### src/rtl/expand_n_scale.sv
// expand_n_scale: widens Wn-bit signed samples to Win bits by a runtime
// left shift with saturation, in a 2-stage valid/ready pipeline.
// Ports: clk, reset (sync, active high); din/din_valid/din_ready/shift in;
// dout/dout_valid/dout_ready out; sat_flag/sat_count stats, stat_clear.
// Optional: `define EXPAND_N_SCALE_DITHER_EN fills vacated LSBs from an LFSR.
module expand_n_scale #(
  parameter  int Win    = 16,
  parameter  int Nsat   = 1,
  parameter  int Nround = 5,
  localparam int Wn     = Win - Nsat - Nround,
  localparam int Wsh    = $clog2(Win)
) (
  input  logic                  clk,
  input  logic                  reset,
  input  logic signed [Wn-1:0]  din,
  input  logic                  din_valid,
  output logic                  din_ready,
  input  logic [Wsh-1:0]        shift,
  output logic signed [Win-1:0] dout,
  output logic                  dout_valid,
  input  logic                  dout_ready,
  output logic                  sat_flag,
  output logic [15:0]           sat_count,
  input  logic                  stat_clear
);

  localparam int Wp = 2 * Win;

  logic          s1_valid;
  logic [Wp-1:0] s1_prod;
  logic          s2_sat;
  logic          s1_adv;
  logic          in_xfer;
  logic          out_xfer;
  logic [Wp-1:0] prod_c;
  logic [Win-1:0] sat_val;
  logic          sat_c;
  logic [Win:0]  top_bits;

  assign s1_adv    = s1_valid & (~dout_valid | dout_ready);
  assign din_ready = ~s1_valid | s1_adv;
  assign in_xfer   = din_valid & din_ready;
  assign out_xfer  = dout_valid & dout_ready;

`ifdef EXPAND_N_SCALE_DITHER_EN
  logic [15:0] lfsr;
  logic [15:0] dmask;
  logic        lfsr_fb;

  // Right-shifting form of x^16+x^14+x^13+x^11+1.
  assign lfsr_fb = lfsr[0] ^ lfsr[2] ^ lfsr[3] ^ lfsr[5];
  assign dmask   = (16'd1 << shift) - 16'd1;

  always_ff @(posedge clk) begin
    if (reset) begin
      lfsr <= 16'hACE1;
    end else if (in_xfer) begin
      lfsr <= {lfsr_fb, lfsr[15:1]};
    end
  end

  // Vacated LSBs are zero, so OR-ing the dither in is exact.
  always_comb begin
    prod_c = {{(Wp-Wn){din[Wn-1]}}, din} << shift;
    prod_c = prod_c | Wp'(lfsr & dmask);
  end
`else
  always_comb begin
    prod_c = {{(Wp-Wn){din[Wn-1]}}, din} << shift;
  end
`endif

  // In range iff every bit from Win-1 upward equals the sign bit.
  always_comb begin
    top_bits = s1_prod[Wp-1:Win-1];
    sat_c    = ~(&top_bits | ~|top_bits);
    if (s1_prod[Wp-1]) begin
      sat_val = {1'b1, {(Win-1){1'b0}}};
    end else begin
      sat_val = {1'b0, {(Win-1){1'b1}}};
    end
  end

  always_ff @(posedge clk) begin
    if (reset) begin
      s1_valid <= 1'b0;
      s1_prod  <= '0;
    end else if (din_ready) begin
      s1_valid <= din_valid;
      if (din_valid) begin
        s1_prod <= prod_c;
      end
    end
  end

  always_ff @(posedge clk) begin
    if (reset) begin
      dout_valid <= 1'b0;
      dout       <= '0;
      s2_sat     <= 1'b0;
    end else if (~dout_valid | dout_ready) begin
      dout_valid <= s1_valid;
      if (s1_valid) begin
        dout   <= sat_c ? sat_val : s1_prod[Win-1:0];
        s2_sat <= sat_c;
      end
    end
  end

  always_ff @(posedge clk) begin
    if (reset || stat_clear) begin
      sat_flag  <= 1'b0;
      sat_count <= '0;
    end else if (out_xfer && s2_sat) begin
      sat_flag <= 1'b1;
      if (sat_count != 16'hFFFF) begin
        sat_count <= sat_count + 16'd1;
      end
    end
  end

endmodule

### config.mk
export PLATFORM = sky130hd
export DESIGN_NAME = expand_n_scale
export DESIGN_NICKNAME = d
export VERILOG_FILES = /design/src/rtl/expand_n_scale.sv
export SDC_FILE = /design/constraint.sdc
export NUM_CORES = 1
export LEC_CHECK = 0
export ABC_AREA = 1
export CORE_AREA = 2 2 80 82
export CTS_CLUSTER_DIAMETER = 200
export DETAILED_ROUTE_END_ITERATION = 16
export DIE_AREA = 0 0 82 84
export PLACE_DENSITY = 0.85
export SYNTH_ARGS = -nofsm -noshare
export SYNTH_HDL_FRONTEND = slang
export SYNTH_SLANG_ARGS = --single-unit
### constraint.sdc
create_clock -name clk -period 1.8 [get_ports clk]
set_input_delay 0.36 -clock clk [delete_from_list [all_inputs] [get_ports clk]]
set_output_delay 0.36 -clock clk [all_outputs]
set_load 0.02 [all_outputs]
**Word level (Yosys, flattened, before mapping)**

Cells that the tools add are included.

- Register bits: 68
- Output and inout port bits: 35
- Logic and storage cells: 28

- Add/subtract/negate cells: 1
- Equality and inequality tests: 1
- Shift operators: 1
- Muxes and demuxes: 2
- Bitwise gates (word level): 8
- Reductions and logical operators: 8

Operator list:

| kind | number |
|---|---|
| $mux 16 | 2 |
| $shl 32x4->32 | 1 |
| $reduce_and 17->1 | 1 |
| $reduce_or 17->1 | 1 |
| $add 16x1->16 const B | 1 |
| $ne 16x16->1 const B | 1 |
| $reduce_and 2->1 | 3 |
| $not 1->1 | 3 |
| $or 1x1->1 | 3 |
| $and 1x1->1 | 2 |
| $logic_and 1x1->1 | 1 |
| $logic_not 1->1 | 1 |
| $logic_or 1x1->1 | 1 |

**Depth between registers and ports, before layout**

- Depth in word-level cells: 5
- Mapped depth: 10
- Gate-level depth less buffers: 10

**Worst setup path after synthesis**

OpenSTA, ideal clock, no wires.

- Path type: register to register
- From: reg sat_count[0]
- To: reg sat_count[13]
- Library setup time: 0.132 ns
- Arrival time: 1.519 ns
- Required time: 1.668 ns
- Setup slack: 0.149 ns
- Stages on the path, launching flop included: 10
- Buffers on the path: 1
- Cells stage by stage: dfxtp_1 -> ha_1 -> nand3_1 -> inv_2 -> nand3_1 -> nand2_1 -> nand2_2 -> buf_4 -> nand2_1 -> a21oi_2

- Longest elaborated chain between the ends: 2
- Elaborated cells between the ends (all ways): 3
- Classes of those cells: 1 x add/sub; 1 x eq/ne; 1 x reduce/logical

Ends and longest elaborated chain:

| what | RTL line | text |
|---|---|---|
| start: declaration | 23 | `output logic [15:0] sat_count,` |
| start signal: assignment | 117 | `sat_count <= sat_count + 16'd1;` |
| parallel branches: the longest is 2 deep, another holds $add 16x1->16 | n/a |  |

Parallel ways; which one is timed is not known.
A chain may end at the register's enable or synchronous reset.

**Worst setup path after layout**

- From: reg sat_count[1]
- To: out sat_count[1]

No word-level cell between the ends.

==> results_dict.tcl <==
set metrics [dict create \
    cp.required_ns 1.44 \
    num_io_pins 54 \
    hpwl_microns 5760 \
    yosysSeqAreaShare 0.394 \
    worst-setup-path-type "reg -> out" \
    clock-sinks 61 \
    grt.total_usage 0.249 \
    maxCapViolCount 0 \
    synth_edf_count 0 \
    cp-start-kind "register" \
    power_frac_comb 0.151 \
    tightest_slew_ns 0.548 \
    p_leak_nw 1.80 \
    clock-root-buffer "clkbuf_8" \
    route.met2.wl_microns 4170 \
    grt_pass1_wl_microns 13300 \
    top_layer "met4" \
    tns_ns 0 \
    syn_inst 474 \
    final_util 0.665 \
    status "completed" \
    drcViolationCount 0 \
    hold_viol 0 \
    syn_avg_cell_area_sq_um 6.54 \
    netlist_top_cells_area "dfxtp_1, nand2_1, a21oi_1" \
    dr_wl_met3_microns 399 \
    ys_ff_latch 61 \
    cp.arrival_ns 1.42 \
    core_area_sq_mm 0.00610 \
    grt-ovfl-total 0 \
    syn_to_final_growth_pct 30.8 \
    syn-num-nets 494 \
    grt_antenna_before_repair 0 \
    wire_per_inst_microns 13.1 \
    die_area_sq_mm 0.00689 \
    cpLargestDelayFamily "buffers and inverters" \
    yosys_warnings 0 \
    synth_flop_cell "dfxtp_1" \
    wl_met1_microns 3410 \
    clockPowerShare 0.388 \
    postRouteAntennaNets 0 \
    relSlewSlack 0.634 \
    path_max_fanout 5 \
    timing.final.crit_share 0.987 \
    worst_hold_slack_ns 0.472 \
    dr.pass1.iters 6 \
    hp-class "reg -> reg" \
    clk_pin_slew_ns 0.07 \
    synth_top_area_share 0.394 \
    totalWireLength_microns 8220 \
    grt_max_degree 28 \
    routed_via_density 5.36 \
    p_int_mw 2.29 \
    pwr_density_cell_mw_per_mm2 779 \
    slowest_stage "clkdlybuf4s50_1" \
    fin_cells 625 \
    irDropWorstVdd_mv 0.405 \
    slew_viol_final 0 \
    cts_max_level 3 \
    end_kind "primary output" \
    final_nets 563 \
    synth_common_cells "nand2_1, dfxtp_1, a21oi_1, nand3_1, nor2_1" \
    fp.dieH_microns 84 \
    switchingPower_mw 0.863 \
    cp_num_buf_inv 1 \
    first_global_vias 2990 \
    slowest_delay_ns 0.65 \
    insertedDiodeCount 0 \
    clockBufferDepth 2 \
    route.vias.total 3350 \
    synth_top_cell_by_area "dfxtp_1" \
    routabilityCongestion 0.925 \
    cp_cell_sequence "clkdlybuf4s50_1" \
    rsz0062_at_grt "no" \
    syn_area_sq_mm 0.00310 \
    initial_utilization 0.508 \
    switching_share 0.273 \
    synthArstFlopShare 0 \
    final_layout_size_suffix_gt1_frac 0.0967 \
    placed_cells 609 \
    fin_crit_ns 1.78 \
    maxClockFrequency_mhz 563 \
    drt_iter0_drc 255 \
    cts_buffers 9 \
    hold_buffers 0 \
    clock_latency_ns 0.34 \
    power_frac_seq 0.462 \
    synth_most_common_cell "nand2_1" \
    setup_viol 0 \
    synth_cell_types 28 \
    rows 29 \
    fin_worst_skew_ns 0.0103 \
    dieWidth_microns 82 \
    cts_tree "done" \
    port-buffer-count 53 \
]
==> power groups by stage <==
| stage | Combinational (mW) | Clock (mW) | Sequential [mW] |
|---|---|---|---|
| after global routing | 0.525 | 1.31 | 1.46 |
| after global placement | 0.460 | 0 | 1.48 |
| final | 0.476 | 1.22 | 1.46 |
| after floorplan | 0.241 | 0 | 1.51 |
| after CTS | 0.474 | 1.24 | 1.46 |
| after detailed placement | 0.469 | 0 | 1.49 |
==> worst paths after layout <==
kind | from | to | slack, ns | cells past startpoint
setup / recovery | sat_count[1] | sat_count[1] | 0.02 | 1
hold / removal | s1_prod[6] | dout[6] | 0.47 | 2
setup reg to reg | sat_count[1] | sat_count[8] | 0.13 | 11
hold reg to reg | s1_prod[6] | dout[6] | 0.47 | 2
==> cell families after synthesis <==
kind of cell / synth area share
AOI/OAI and AO/OA: 0.149
xor gates and xnor gates: 0.0170
adders and majority gates: 0.00404
buffers and inverters: 0.0687
DFF: 0.394
and+or+nand+nor: 0.367
==> final cells by class <==
| class | count | area, sq um |
|---|---|---|
| fillers | 531 | 2040 |
| clock inverters | 5 | 60.1 |
| multi-input cells | 363 | 1660 |
| inverters | 31 | 116 |
| repair buffers | 77 | 752 |
| clock buffers | 11 | 141 |
| flip-flops and latches | 61 | 1220 |
| well taps | 77 | 96.3 |
==> flip-flops by register name, indices dropped and copies added (netlist names) <==
register and cells:
s1_prod 25, dout 16, sat_count 16, dout_valid 1, s1_valid 1, s2_sat 1
sat_flag 1
==> cell usage in the layout (no fill, tap or decap), types with 2 or more instances in the layout <==
cell type,n
buf_4,22
nand2_4,2
a31oi_1,2
a21oi_1,47
a22oi_1,4
nand4_1,5
nor3_1,2
xor2_1,2
o21ai_0,30
nand3_1,47
clkdlybuf4s50_1,42
nand2_2,3
dfxtp_1,61
nor2_4,3
dlygate4sd2_1,3
inv_1,28
clkinvlp_4,4
a21oi_2,3
clkbuf_8,10
inv_2,2
xnor2_1,4
buf_12,2
nor2_1,36
nand2_1,168
dlymetal6s2s_1,8
==> metrics by stage <==
step | worst slack [ns] | instance area (sq um) | total power, mW
2_1_floorplan | 0.149 | 3100 | 1.75
3_3_place_gp | -0.127 | 3830 | 1.94
3_5_place_dp | -0.142 | 3830 | 1.95
4_1_cts | 0.00514 | 4030 | 3.17
5_1_grt | 0.00656 | 4050 | 3.30
6_report | 0.0240 | 4050 | 3.16
==> timing repair <==
item / 4_1_cts / 5_1_grt
endpoints found under the setup margin: 3 / 8
pin swaps: 0 / 0
gates resized for setup: 3 / 8
setup buffers: 0 / 0
==> per-layer routing <==
metal,vias to the layer above,GRT usage
li1,1687,-
met5,-,0
met2,123,0.419
met4,0,0.124
met1,1515,0.298
met3,25,0.0433
No activity file was read; power rests on OpenSTA's default activity.
